`src/rtl/div_period_meter_if.sv`:
```
// Signal bundle for div_period_meter: measured input and result outputs.
// master drives pi_sig and observes results; slave is the meter itself.
interface div_period_meter_if #(
   parameter int CNT_W = 8
);
   logic             pi_sig;
   logic [CNT_W-1:0] po_period;
   logic [CNT_W-1:0] po_high;
   logic             po_valid;
   logic             po_lock;
   logic             po_err;

   modport master (
      output pi_sig,
      input  po_period, po_high, po_valid, po_lock, po_err
   );

   modport slave (
      input  pi_sig,
      output po_period, po_high, po_valid, po_lock, po_err
   );
endinterface

```
`src/rtl/div_period_meter.sv`:
```
// Period / high-time meter with lock and timeout for a divided signal.
// DIV_PERIOD_METER_SYNC_EN adds a 2-flop input synchronizer.
module div_period_meter #(
   parameter int CNT_W  = 8,
   parameter int LOCK_N = 4
) (
   input logic              clk,
   input logic              rst,
   div_period_meter_if.slave bus
);
   typedef enum logic [1:0] {
      S_IDLE,
      S_MEAS,
      S_TOUT
   } state_t;

   localparam logic [CNT_W-1:0] C_ONE  = CNT_W'(1);
   localparam logic [CNT_W-1:0] C_LAST = {{(CNT_W-1){1'b1}}, 1'b0};
   localparam logic [3:0]       C_MMAX = 4'(LOCK_N - 1);

   state_t           r_state;
   state_t           w_next;
   logic             w_sig;
   logic             w_rise;
   logic             w_tout;
   logic             r_sig_d;
   logic [CNT_W-1:0] r_cnt;
   logic [CNT_W-1:0] r_hcnt;
   logic [CNT_W-1:0] r_period;
   logic [CNT_W-1:0] r_high;
   logic             r_valid;
   logic             r_lock;
   logic             r_err;
   logic [3:0]       r_match;
   logic [3:0]       w_match;

`ifdef DIV_PERIOD_METER_SYNC_EN
   logic [1:0] r_sync;

   always_ff @(posedge clk) begin
      if (rst) r_sync <= 2'b11;
      else     r_sync <= {r_sync[0], bus.pi_sig};
   end

   assign w_sig = r_sync[1];
`else
   assign w_sig = bus.pi_sig;
`endif

   assign w_rise = w_sig & ~r_sig_d;

   always_ff @(posedge clk) begin
      if (rst) r_state <= S_IDLE;
      else     r_state <= w_next;
   end

   always_comb begin
      w_next = r_state;
      w_tout = 1'b0;
      unique case (r_state)
         S_IDLE: if (w_rise) w_next = S_MEAS;
         S_MEAS: begin
            w_tout = ~w_rise && (r_cnt == C_LAST);
            if (w_tout) w_next = S_TOUT;
         end
         S_TOUT: if (w_rise) w_next = S_MEAS;
         default: w_next = S_IDLE;
      endcase
   end

   // match counter saturates so a long locked run keeps lock asserted
   always_comb begin
      w_match = 4'd0;
      if (r_cnt == r_period)
         w_match = (r_match == C_MMAX) ? r_match : r_match + 4'd1;
   end

   always_ff @(posedge clk) begin
      if (rst) begin
         r_sig_d  <= 1'b1;
         r_cnt    <= '0;
         r_hcnt   <= '0;
         r_period <= '0;
         r_high   <= '0;
         r_valid  <= 1'b0;
         r_lock   <= 1'b0;
         r_err    <= 1'b0;
         r_match  <= 4'd0;
      end else begin
         r_sig_d <= w_sig;
         r_valid <= 1'b0;
         if (r_state == S_MEAS) begin
            if (w_rise) begin
               r_period <= r_cnt;
               r_high   <= r_hcnt;
               r_valid  <= 1'b1;
               r_match  <= w_match;
               r_lock   <= (w_match == C_MMAX);
               r_cnt    <= C_ONE;
               r_hcnt   <= C_ONE;
            end else if (w_tout) begin
               r_err   <= 1'b1;
               r_lock  <= 1'b0;
               r_match <= 4'd0;
               r_cnt   <= r_cnt + C_ONE;
            end else begin
               r_cnt  <= r_cnt + C_ONE;
               r_hcnt <= r_hcnt + {{(CNT_W-1){1'b0}}, w_sig};
            end
         end else if (w_rise) begin
            r_cnt  <= C_ONE;
            r_hcnt <= C_ONE;
         end
      end
   end

   assign bus.po_period = r_period;
   assign bus.po_high   = r_high;
   assign bus.po_valid  = r_valid;
   assign bus.po_lock   = r_lock;
   assign bus.po_err    = r_err;
endmodule

```
`src/flat_wrapper.sv`:
```
// flat-port wrapper written by rule: the top's interface ports become plain ports
module div_period_meter_flat 
#(
   parameter int CNT_W  = 8,
   parameter int LOCK_N = 4
)
  (clk, rst, bus_pi_sig, bus_po_period, bus_po_high, bus_po_valid, bus_po_lock, bus_po_err);
  div_period_meter_if #(.CNT_W(CNT_W)) bus_i ();
  input logic clk;
  input logic rst;
  input wire logic [$bits(bus_i.pi_sig)-1:0] bus_pi_sig;
  output wire logic [$bits(bus_i.po_period)-1:0] bus_po_period;
  output wire logic [$bits(bus_i.po_high)-1:0] bus_po_high;
  output wire logic [$bits(bus_i.po_valid)-1:0] bus_po_valid;
  output wire logic [$bits(bus_i.po_lock)-1:0] bus_po_lock;
  output wire logic [$bits(bus_i.po_err)-1:0] bus_po_err;
  assign bus_i.pi_sig = bus_pi_sig;
  assign bus_po_period = bus_i.po_period;
  assign bus_po_high = bus_i.po_high;
  assign bus_po_valid = bus_i.po_valid;
  assign bus_po_lock = bus_i.po_lock;
  assign bus_po_err = bus_i.po_err;
  div_period_meter #(.CNT_W(CNT_W), .LOCK_N(LOCK_N)) u_core (.clk(clk), .rst(rst), .bus(bus_i));
endmodule
```
`config.mk`:
```
export PLATFORM = sky130hd
export DESIGN_NAME = div_period_meter_flat
export DESIGN_NICKNAME = d
export VERILOG_FILES = /design/src/rtl/div_period_meter_if.sv /design/src/rtl/div_period_meter.sv /design/src/flat_wrapper.sv
export SDC_FILE = /design/constraint.sdc
export NUM_CORES = 1
export LEC_CHECK = 0
export ABC_AREA = 1
export CORE_MARGIN = 2
export CORE_UTILIZATION = 45
export CTS_BUF_LIST = sky130_fd_sc_hd__clkbuf_4 sky130_fd_sc_hd__clkbuf_8
export DETAILED_ROUTE_END_ITERATION = 12
export PLACE_DENSITY = 0.65
export SKIP_LAST_GASP = 1
export SLEW_MARGIN = 10
export SYNTH_ARGS = -nofsm -noshare
export SYNTH_HDL_FRONTEND = slang
export SYNTH_SLANG_ARGS = --single-unit
```
`constraint.sdc`:
```
create_clock -name clk -period 1.2 [get_ports clk]
set_input_delay 0.24 -clock clk [delete_from_list [all_inputs] [get_ports clk]]
set_output_delay 0.24 -clock clk [all_outputs]
set_load 0.05 [all_outputs]
```
### Word-level counts from Yosys, hierarchy flattened

Index checks and enable logic that the tools add are counted.

* register bits: 42
* bits of input ports: 3
* output and inout bits: 19
* word-level logic and storage cells: 54

* $add $sub $neg: 3
* eq/ne operators: 9
* multiplexer cells: 17
* bitwise gates (word level): 4
* reductions and logical operators: 11

Operators with widths (count)
* $mux 8: 6
* $mux 4: 4
* $add 8x1->8: 1
* $add 8x1->8 const B: 1
* $eq 4x2->1 const B: 2
* $eq 8x8->1: 1
* $eq 8x8->1 const B: 1
* $reduce_and 2->1: 4
* $ne 2x1->1 const B: 3
* $add 4x1->4 const B: 1
* $mux 1: 4
* $mux 2: 2
* $pmux 2 s2: 1
* $reduce_bool 2->1: 2
* $reduce_or 2->1: 2
* $not 1->1: 3
* $reduce_and 3->1: 1
* $eq 2x1->1 const B: 1
* $eq 2x2->1 const B: 1
* $logic_not 2->1: 1
* $and 1x1->1: 1
* $logic_and 1x1->1: 1

### Logic depth before layout (Yosys ltp)

Gate-level depths: netlist (run 1).

* word-level depth: 8
* gate-level depth with buffers: 10
* depth with buffers taken out: 10

### Worst setup path after synthesis (run 1)

Ideal clock, no wire load.

* path type: register to register
* start: register u_core.r_period[5] (netlist: u_core.bus.po_period[5])
* end: register u_core.r_lock (netlist: u_core.bus.po_lock)
* setup time: 0.070 ns
* data arrival time: 1.285 ns
* data required time: 1.130 ns
* setup slack: -0.155 ns
* cell stages (with the launch flop): 9
* buffers on the path: 0
* clock period less this slack: 1.355 ns
* path through: dfxtp_1 inv_1 nand2_1 nand2_1 nor2_1 nand2_1 nor2_4 nand3_2 a21oi_1

* word-level cells in the longest chain between the ends: 4

RTL lines
* from (decl): RTL line div_period_meter.sv:29 `logic [CNT_W-1:0] r_period;`
* from (signal assigned): RTL line div_period_meter.sv:94 `r_period <= r_cnt;`
* $eq 8x8->1: RTL line div_period_meter.sv:74 `if (r_cnt == r_period)`
* $mux 4: RTL line div_period_meter.sv:74
* $eq 4x2->1: RTL line div_period_meter.sv:98 `r_lock <= (w_match == C_MMAX);`
* $mux 1: RTL line div_period_meter.sv:93 `if (w_rise) begin`
* to (signal assigned): RTL line div_period_meter.sv:98
* to (decl): RTL line div_period_meter.sv:32 `logic r_lock;`

Every way passes these cells.
A chain may end at the register's enable or synchronous reset.

### Worst setup path after layout (run 1)

* start: register u_core.r_cnt[0]
* end: register u_core.r_hcnt[2]

* word-level cells in the longest chain between the ends: 5

RTL lines
* from (decl): RTL line div_period_meter.sv:27 `logic [CNT_W-1:0] r_cnt;`
* from (signal assigned): RTL line div_period_meter.sv:105 `r_cnt <= r_cnt + C_ONE;`
* from (signal assigned): RTL line div_period_meter.sv:107 `r_cnt <= r_cnt + C_ONE;`
* $eq 8x8->1: RTL line div_period_meter.sv:63 `w_tout = ~w_rise && (r_cnt == C_LAST);`
* $logic_and 1x1->1: RTL line div_period_meter.sv:63
* $mux 1: RTL line div_period_meter.sv:60 `unique case (r_state)`
* $ne 2x1->1 (no line)
* $reduce_and 2->1 (no line)
* to (signal assigned): RTL line div_period_meter.sv:108 `r_hcnt <= r_hcnt + {{(CNT_W-1){1'b0}}, w_sig};`
* to (decl): RTL line div_period_meter.sv:28 `logic [CNT_W-1:0] r_hcnt;`

Every way passes these cells.

==> impl_metrics.env, run 1 <==
export IMPL_status="finished, violations left"
export IMPL_violations="setup timing"
export IMPL_antenna_left=0
export IMPL_antenna_found_initial=0
export IMPL_leakage_nw=1.26
export IMPL_grt_pass1_wl_um=8360
export IMPL_synth_avg_cell_area_um2=7.13
export IMPL_crit_path_start_kind="flip-flop"
export IMPL_synth_area_leader_cell="dfxtp_1"
export IMPL_cts_htree_levels=2
export IMPL_floorplan_initialDensity=0.463
export IMPL_ys_top_cells_by_area="dfxtp_1 (42%), nand2_1 (12%), a21oi_1 (6.8%)"
export IMPL_cap_violations=0
export IMPL_period_needed_ns=1.30
export IMPL_worst_path_buf_inv=2
export IMPL_ys_types=31
export IMPL_rr_startpoint="u_core.r_cnt[0]$_SDFFE_PP0P_"
export IMPL_peakVddDrop_v=0.000656
export IMPL_setup_ws_ns=-0.102
export IMPL_drive_gt1_frac=0.416
export IMPL_synth_top_cell_area_share=0.423
export IMPL_fp_row_count=24
export IMPL_pre_cts_slack_ns=-0.553
export IMPL_rsz0062_at_grt="true"
export IMPL_cts_buffer_depth=2
export IMPL_crit_family="simple AND/OR/NAND/NOR gates"
export IMPL_grt_ovfl_total=0
export IMPL_cts_tree="yes"
export IMPL_clkLatencyLatePin_ns=0.30
export IMPL_drtIter0Drc=77
export IMPL_cp_slowest_cell="dfxtp_2"
export IMPL_power_mw=2.65
export IMPL_synth_seq_area_share=0.423
export IMPL_dr_total_vias=2014
export IMPL_crit_chain="inv_2 > ha_4 > nand2_4 > nor2_4 > nand3_4 > nand2_8 > buf_4 > o21ai_0 > a21oi_1"
export IMPL_syn_area_mm2=0.00199
export IMPL_synth_common_cells="nand2_1 (64), dfxtp_1 (42), inv_1 (32)"
export IMPL_cp_startpoint="u_core.r_cnt[0]$_SDFFE_PP0P_"
export IMPL_first_global_vias=1915
export IMPL_hpwl_um=3420
export IMPL_worst_pin_slew_ns=0.315
export IMPL_fin_skew_ns=0.0101
export IMPL_portBuffers=21
export IMPL_cp_required_ns=1.43
export IMPL_wl_per_cell_um=12.8
export IMPL_yosysMostFrequentCell="nand2_1"
export IMPL_finalNetCount=353
export IMPL_area_growth_pct=55.3
export IMPL_die_y_um=70.5
export IMPL_synthArstFlopShare=0
export IMPL_final_cell_area_mm2=0.00309
export IMPL_hold_buffers=0
export IMPL_ys_ff_latch=42
export IMPL_power_density_mw_per_mm2=857
export IMPL_n_antenna_cell=0
export IMPL_die_w_um=70.5
export IMPL_clock_root_buffer="clkbuf_8"
export IMPL_finalWirelength_um=5070
export IMPL_synthFlopType="dfxtp_1"
export IMPL_synth_edf_count=0
export IMPL_clock_sinks=42
export IMPL_grt_max_degree=30
export IMPL_core_area_mm2=0.00429
export IMPL_cts_clk_slew_worst_paths_ns=0.07
export IMPL_worst_setup_path_end_kind="flip-flop"
export IMPL_synth_cells=279
export IMPL_die_area_mm2=0.00497
export IMPL_io_pins=22
export IMPL_slew_headroom=0.788
export IMPL_crit_fanout=8
export IMPL_hp_start="bus_pi_sig"
export IMPL_fillers=326
export IMPL_critPathMaxStageDelay_ns=0.32
export IMPL_dpl_cell_area_mm2=0.00276
export IMPL_drcViolationCount=0
export IMPL_post_route_period_util=1.09
export IMPL_maxSlewViolCount=0
export IMPL_synthesis_nets=287
export IMPL_grt_use_total=0.211
export IMPL_cts_buffers=5
export IMPL_drt_first_pass_iters=4
export IMPL_yosysWarnings=0
export IMPL_avgViaCountPerCell=5.09
export IMPL_hp_class="in -> reg"
export IMPL_clock_fmax_ghz=0.768
export IMPL_arrival_ns=1.53
export IMPL_setup_viol=16
export IMPL_place_gp_congestion=0.863
export IMPL_crit_type="reg -> reg"
export IMPL_hold_violations=0
==> cells by family after synthesis <==
family | share of synthesized area
buf+inv | 0.0900
compound gates | 0.157
flops | 0.423
fa+ha+maj | 0.0315
xor+xnor | 0.00881
simple gates | 0.289
==> worst register-to-register path, stage by stage (launching register included) <==
cell     delay [ns]
dfxtp_2        0.32
inv_2          0.07
ha_4           0.14
nand2_4        0.05
nor2_4         0.11
nand3_4        0.12
nand2_8        0.13
buf_4          0.11
o21ai_0        0.07
a21oi_1        0.11
==> path summary, 6_finish.rpt <==
kind / endpoint / slack (ns) / cells past startpoint
max reg2reg: u_core.r_hcnt[2]$_SDFFE_PP0P_ / -0.10 / 9
min reg2reg: u_core.r_hcnt[4]$_SDFFE_PP0P_ / 0.48 / 2
max: u_core.r_hcnt[2]$_SDFFE_PP0P_ / -0.10 / 9
min: u_core.r_sig_d$_SDFF_PP1_ / 0.44 / 2
==> flip-flops by register name (all words and copies together), names as in the netlist <==
name	flops
u_core.bus.po_high	8
u_core.r_match	4
u_core.bus.po_err	1
u_core.r_hcnt	8
u_core.r_cnt	8
u_core.bus.po_period	8
u_core.r_sig_d	1
u_core.r_state	2
u_core.bus.po_valid	1
u_core.bus.po_lock	1
==> per-layer routing <==
layer | vias up | track usage | wire length [µm] | share of wire
met5 | - | 0 | 0 | 0
met4 | 0 | 0.0748 | 153 | 0.030
met3 | 17 | 0.0491 | 190 | 0.037
met2 | 42 | 0.361 | 2660 | 0.52
met1 | 920 | 0.258 | 2070 | 0.41
li1 | 1035 | - | - | -
==> report_power, final <==
group / internal (mW) / switching (mW) / leakage [nW]
Clock: 0.444 / 0.466 / 0.0431
Combinational: 0.128 / 0.176 / 0.873
Sequential: 1.41 / 0.0184 / 0.348
==> cell type report <==
cell class | instances | area (µm²) | area share
Clock buffer | 6 | 82.6 | 0.0267
Inverter | 39 | 156 | 0.0506
Multi-Input combinational cell | 192 | 1170 | 0.380
Sequential cell | 42 | 863 | 0.280
Tap cell | 52 | 65.1 | 0.0211
Timing Repair Buffer | 65 | 746 | 0.241
==> timing repair <==
item / CTS / global route
endpoints found under the setup margin: 38 / 39
endpoints found under the hold margin: 0 / 0
pin swaps: 14 / 12
resized for setup: 16 / 41
setup buffers: 5 / 3
==> through the flow <==
| step | utilization | instances | TNS [ns] | hold slack, ns |
|---|---|---|---|---|
| final | 0.719 | 396 | -0.872 | 0.445 |
| after global routing | 0.719 | 396 | -2.94 | 0.463 |
| after CTS | 0.680 | 393 | -0.914 | 0.393 |
| after detailed placement | 0.643 | 382 | -16.29 | 0.475 |
| after global placement | 0.643 | 382 | -15.11 | 0.467 |
| after floorplan | - | 279 | 0 | 0.316 |
==> cell usage in the layout (no fill, tap or decap), drive strengths merged, types with 2 or more instances in the layout <==
master  netlist  routed
nand3        17      17
xor2          2       2
nand4         2       2
nor3          6       6
or2           2       2
o21ai        23      23
clkbuf        3       6
nor2         32      32
dfxtp        42      42
inv          39      39
a21oi        29      29
nand2        67      67
o22ai         3       3
ha            5       5
o31ai         2       2
buf           3      63
Note: power is estimated with default switching activity, not from simulation.
==> run 2, diff against run 1 <==
--- a/config.mk
+++ b/config.mk
@@ -5,14 +5,13 @@
 export SDC_FILE = /design/constraint.sdc
 export NUM_CORES = 1
 export LEC_CHECK = 0
-export ABC_AREA = 1
-export CORE_MARGIN = 2
+export CORE_MARGIN = 5
 export CORE_UTILIZATION = 45
 export CTS_BUF_LIST = sky130_fd_sc_hd__clkbuf_4 sky130_fd_sc_hd__clkbuf_8
 export DETAILED_ROUTE_END_ITERATION = 12
 export PLACE_DENSITY = 0.65
 export SKIP_LAST_GASP = 1
-export SLEW_MARGIN = 10
+export SLEW_MARGIN = 30
 export SYNTH_ARGS = -nofsm -noshare
 export SYNTH_HDL_FRONTEND = slang
 export SYNTH_SLANG_ARGS = --single-unit
==> impl_metrics.env, run 2 <==
export IMPL_status="finished, violations left"
export IMPL_violations="setup timing"
export IMPL_final_seq_area_um2=893
export IMPL_ys_types=37
export IMPL_hold_violations=0
export IMPL_synthesis_nets=221
export IMPL_synth_common_cells="dfxtp_1 (42), nand2_1 (39), a21oi_1 (22), nor2_1 (22), xnor2_1 (11)"
export IMPL_hpwl_um=2980
export IMPL_antenna_left=0
export IMPL_place_gp_congestion=0.793
export IMPL_first_global_vias=1698
export IMPL_grt_max_degree=18
export IMPL_drcViolationCount=0
export IMPL_ys_ff_latch=42
export IMPL_clock_sinks=42
export IMPL_synth_area_leader_cell="dfxtp_1"
export IMPL_io_pins=22
export IMPL_fin_skew_ns=0.00689
export IMPL_timing_hold_ws_ns=0.347
export IMPL_grt_pass1_wl_um=7670
export IMPL_final_common_cell="buf_4"
export IMPL_synth_edf_count=0
export IMPL_clock_root_buffer="clkbuf_8"
export IMPL_wl_per_cell_um=15.5
export IMPL_ys_top_cells_by_area="dfxtp_1 (46%), nand2_1 (7.9%), a21oi_1 (6.0%)"
export IMPL_synth_cells=213
export IMPL_slew_headroom=0.795
export IMPL_rr_startpoint="u_core.bus.po_period[7]$_SDFFE_PP0P_"
export IMPL_r2r_cells=6
export IMPL_cts_buffers=5
export IMPL_syn_area_mm2=0.00184
export IMPL_cp_startpoint="u_core.bus.po_period[7]$_SDFFE_PP0P_"
export IMPL_clock_power_share=0.370
export IMPL_synth_avg_cell_area_um2=8.65
export IMPL_setup_viol=33
export IMPL_floorplan_initialDensity=0.464
export IMPL_synth_top_cell_area_share=0.457
export IMPL_area_growth_pct=70.8
export IMPL_yosysMostFrequentCell="dfxtp_1"
export IMPL_cap_violations=0
export IMPL_grt_ovfl_total=0
export IMPL_crit_fanout=7
export IMPL_peakVddDrop_v=0.000638
export IMPL_maxSlewViolCount=0
export IMPL_pre_cts_slack_ns=-0.520
export IMPL_power_density_mw_per_mm2=817
export IMPL_seq_power_share=0.543
export IMPL_synth_seq_area_share=0.457
export IMPL_dp_cells=311
export IMPL_arrival_ns=1.68
export IMPL_rsz0062_at_grt="true"
export IMPL_cts_htree_levels=2
export IMPL_fillers=227
export IMPL_hp_start="bus_pi_sig"
export IMPL_avgViaCountPerCell=5.16
export IMPL_final_cell_mix="buf_4 (34), dfxtp_1 (24), nand2_1 (22)"
export IMPL_hp_class="in -> reg"
export IMPL_period_needed_ns=1.45
export IMPL_crit_path_start_kind="flip-flop"
export IMPL_post_route_period_util=1.21
export IMPL_die_area_mm2=0.00547
export IMPL_clkLatencyLatePin_ns=0.31
export IMPL_die_w_um=74.0
export IMPL_multi_input_area_mm2=0.00125
export IMPL_setup_ws_ns=-0.254
export IMPL_antenna_found_initial=0
export IMPL_worst_pin_slew_ns=0.307
export IMPL_portBuffers=21
export IMPL_clock_fmax_ghz=0.688
export IMPL_drt_first_pass_iters=4
export IMPL_drtIter0Drc=107
export IMPL_synthFlopType="dfxtp_1"
export IMPL_p_sw_frac=0.252
export IMPL_dr_total_vias=1704
export IMPL_finalNetCount=287
export IMPL_die_y_um=74.0
export IMPL_intPower_mw=1.92
export IMPL_p_switching_mw=0.648
export IMPL_cts_clk_slew_worst_paths_ns=0.08
export IMPL_hold_buffers=0
export IMPL_drive_gt1_frac=0.568
export IMPL_core_area_mm2=0.00397
export IMPL_leakage_nw=1.33
export IMPL_worst_setup_path_end_kind="flip-flop"
export IMPL_cts_buffer_depth=2
export IMPL_final_cells=330
export IMPL_grt_use_total=0.184
export IMPL_worstHoldPathCells=2
export IMPL_synthArstFlopShare=0
export IMPL_yosysWarnings=0
export IMPL_finalSetupTns_ns=-4.73
export IMPL_fp_row_count=23
export IMPL_crit_type="reg -> reg"
export IMPL_cts_tree="yes"
export IMPL_finalWirelength_um=5120
export IMPL_cp_required_ns=1.43
export IMPL_combPwrFrac=0.087
export IMPL_n_antenna_cell=0
==> run 2: cell types whose count changed in the layout (fill, tap and decap cells not counted), moves of 9 or more <==
cell and delta:
buf_6 +13, dfxtp_2 -12, o21ai_0 -18, inv_1 -24
inv_2 -9, dfxtp_4 +12, a21oi_2 +13, a21oi_1 -18
nand2_1 -34
==> run 2: worst max-delay path, cell delays in order, from the launching register on <==
cell	delay, ns
dfxtp_4	0.36
xnor2_2	0.15
nand4_1	0.17
nor4_4	0.28
buf_4	0.20
a21oi_2	0.06
o22ai_1	0.15
==> run 2: cell families (layout without fill, tap and decap cells) <==
kind of cell | after synthesis | in the layout | synth area share
AOI/OAI and AO/OA | 31 | 31 | 0.0951
adders and majority gates | 5 | 5 | 0.0340
and+or+nand+nor | 97 | 97 | 0.260
xor gates and xnor gates | 20 | 20 | 0.0951
buffers and inverters | 15 | 82 | 0.0428
muxes | 3 | 3 | 0.0163
DFF | 42 | 42 | 0.457
==> run 2: cell type report <==
| type | count | area share |
|---|---|---|
| clock buffer | 6 | 0.0243 |
| tap | 50 | 0.0199 |
| inverter | 3 | 0.00358 |
| sequential | 42 | 0.284 |
| clock inverter | 2 | 0.00438 |
| multi-input combinational | 156 | 0.396 |
| timing repair buffer | 71 | 0.268 |
==> run 2: what timing repair did <==
item                                    in CTS  in global routing
pin swaps                                   23                 29
endpoints found under the setup margin      37                 39
buffers inserted                             9                  2
resized for setup                           48                 49
==> run 2: worst paths after layout <==
check	to	slack [ns]
setup reg to reg	u_core.r_match[1]$_SDFFE_PP0P_	-0.25
hold reg to reg	u_core.bus.po_period[2]$_SDFFE_PP0P_	0.50
hold / removal	u_core.r_sig_d$_SDFF_PP1_	0.35
setup / recovery	u_core.r_match[1]$_SDFFE_PP0P_	-0.25
==> run 2: metal layers <==
| layer | vias up | wire length, µm | track usage |
|---|---|---|---|
| li1 | 847 | - | - |
| met1 | 818 | 2130 | 0.220 |
| met2 | 29 | 2720 | 0.320 |
| met3 | 10 | 176 | 0.0473 |
| met4 | 0 | 90 | 0.0624 |
| met5 | - | 0 | 0 |
==> run 2: power groups by stage <==
stage	sequential [mW]	combinational, mW	clock, mW
2_1_floorplan	1.44	0.102	0
3_3_place_gp	1.43	0.168	0
3_5_place_dp	1.43	0.171	0
4_1_cts	1.39	0.201	0.962
5_1_grt	1.40	0.241	1.01
6_report	1.40	0.224	0.950
==> run 2: stage by stage <==
step | power (mW) | instance area [µm²] | utilization
detailed placement | 1.60 | 2590 | 0.653
floorplan | 1.54 | 1920 | -
global route | 2.65 | 3150 | 0.792
CTS | 2.56 | 2930 | 0.738
global placement | 1.60 | 2590 | 0.653
finish | 2.57 | 3150 | 0.792
==> run 3, diff against run 2 <==
--- a/config.mk
+++ b/config.mk
@@ -9,6 +9,7 @@
 export CORE_UTILIZATION = 45
 export CTS_BUF_LIST = sky130_fd_sc_hd__clkbuf_4 sky130_fd_sc_hd__clkbuf_8
 export DETAILED_ROUTE_END_ITERATION = 12
+export GPL_TIMING_DRIVEN = 0
 export PLACE_DENSITY = 0.65
 export SKIP_LAST_GASP = 1
 export SLEW_MARGIN = 30
==> impl_metrics.env, run 3 (synthesis gave the netlist of run 2 again) <==
export IMPL_crit_fanout=8
export IMPL_hold_violations=0
export IMPL_avgViaCountPerCell=5.06
export IMPL_hp_class="in -> reg"
export IMPL_cts_htree_levels=2
export IMPL_pre_cts_slack_ns=-0.716
export IMPL_portBuffers=20
export IMPL_maxSlewViolCount=0
export IMPL_power_mw=2.73
export IMPL_grt_ovfl_total=0
export IMPL_drive_gt1_frac=0.475
export IMPL_drtIter0Drc=89
export IMPL_cts_buffers=5
export IMPL_grt_use_total=0.167
export IMPL_utilization=0.645
export IMPL_die_w_um=74.0
export IMPL_post_route_period_util=1.22
export IMPL_core_area_mm2=0.00397
export IMPL_status="finished, violations left"
export IMPL_crit_path_start_kind="flip-flop"
export IMPL_final_cells=307
export IMPL_crit_chain="inv_2 > ha_4 > nand3_2 > o21a_1 > buf_6 > nand2_4 > or3_4 > a21oi_2"
export IMPL_crit_family="simple AND/OR/NAND/NOR gates"
export IMPL_grt_pass1_wl_um=6970
export IMPL_die_area_mm2=0.00547
export IMPL_setup_viol=34
export IMPL_final_cell_mix="dfxtp_1 (25), nand2_1 (23), nor2_1 (18)"
export IMPL_dr_total_vias=1553
export IMPL_io_pins=22
export IMPL_finalSetupTns_ns=-3.88
export IMPL_cts_buffer_depth=2
export IMPL_area_growth_pct=39.1
export IMPL_arrival_ns=1.70
export IMPL_finalNetCount=264
export IMPL_critPathMaxStageDelay_ns=0.37
export IMPL_worst_pin_slew_ns=0.840
export IMPL_wl_per_cell_um=14.1
export IMPL_crit_type="reg -> reg"
export IMPL_drt_first_pass_iters=4
export IMPL_fin_skew_ns=0.0112
export IMPL_clock_fmax_ghz=0.681
export IMPL_antenna_left=0
export IMPL_final_common_cell="dfxtp_1"
export IMPL_violations="setup timing"
export IMPL_clock_root_buffer="clkbuf_8"
export IMPL_antenna_found_initial=0
export IMPL_first_global_vias=1560
export IMPL_cp_required_ns=1.43
export IMPL_grt_max_degree=14
export IMPL_slew_headroom=0.440
export IMPL_leakage_nw=1.05
export IMPL_worst_setup_path_end_kind="flip-flop"
export IMPL_hold_buffers=0
export IMPL_power_density_mw_per_mm2=1060
export IMPL_clock_sinks=42
export IMPL_fp_row_count=23
export IMPL_hpwl_um=2580
export IMPL_floorplan_initialDensity=0.464
export IMPL_cts_clk_slew_worst_paths_ns=0.08
export IMPL_clkLatencyLatePin_ns=0.29
export IMPL_die_y_um=74.0
export IMPL_rsz0062_at_grt="true"
export IMPL_worst_path_buf_inv=2
export IMPL_drcViolationCount=0
export IMPL_period_needed_ns=1.47
export IMPL_cts_tree="yes"
export IMPL_n_antenna_cell=0
export IMPL_setup_ws_ns=-0.268
export IMPL_place_gp_congestion=0.782
export IMPL_cap_violations=0
export IMPL_cp_slowest_cell="dfxtp_4"
export IMPL_dp_cells=283
export IMPL_finalWirelength_um=4330
export IMPL_peakVddDrop_v=0.000717
run 3: cell types whose count changed in the layout (fill, tap and decap cells not counted), moves of 4 or more:
| cell | change |
|---|---|
| buf_2 | +17 |
| nand2_4 | -6 |
| buf_6 | -4 |
| nand2_2 | +5 |
| buf_12 | -19 |
| buf_4 | -21 |
run 3: worst paths after layout:
path	cells past startpoint	to	slack, ns	start
setup / recovery	8	u_core.r_hcnt[5]$_SDFFE_PP0P_	-0.27	u_core.r_cnt[0]$_SDFFE_PP0P_
hold / removal	2	u_core.bus.po_period[7]$_SDFFE_PP0P_	0.34	rst
setup reg to reg	8	u_core.r_hcnt[5]$_SDFFE_PP0P_	-0.27	u_core.r_cnt[0]$_SDFFE_PP0P_
hold reg to reg	2	u_core.bus.po_high[2]$_SDFFE_PP0P_	0.45	u_core.bus.po_high[2]$_SDFFE_PP0P_
run 3: report_power, final:
group	internal [mW]	switching, mW	total [mW]
registers	1.39	0.0171	1.40
logic	0.0919	0.106	0.197
clock network	0.643	0.483	1.13
total	2.12	0.606	2.73
run 3: area by class of cell:
class                   instances  area, µm²
fillers                       348       1410
well taps                      50       62.6
multi-input cells             156       1130
clock buffers                   6       76.3
flip-flops and latches         42        890
plain buffers                   8       67.6
repair buffers                 40        285
inverters                       3       11.3
clock inverters                 2       37.5
run 3: repair_timing:
item	4_1_cts	5_1_grt
hold endpoints to repair	0	0
resized for setup	122	48
pin swaps	14	25
setup buffers	14	6
cloned	0	1
setup endpoints to repair	59	43
run 3: per-layer routing:
| layer | vias to the layer above | GRT usage | wire [µm] |
|---|---|---|---|
| li1 | 793 | - | - |
| met1 | 735 | 0.210 | 1990 |
| met2 | 19 | 0.279 | 2140 |
| met3 | 6 | 0.0419 | 138 |
| met4 | 0 | 0.0563 | 61 |
| met5 | - | 0 | 0 |
run 3: stage by stage:
step / hold WS (ns) / area (µm²)
floorplan: 0.347 / 1920
global placement: 0.447 / 2180
detailed placement: 0.449 / 2180
CTS: 0.315 / 2380
global route: 0.387 / 2560
finish: 0.338 / 2560
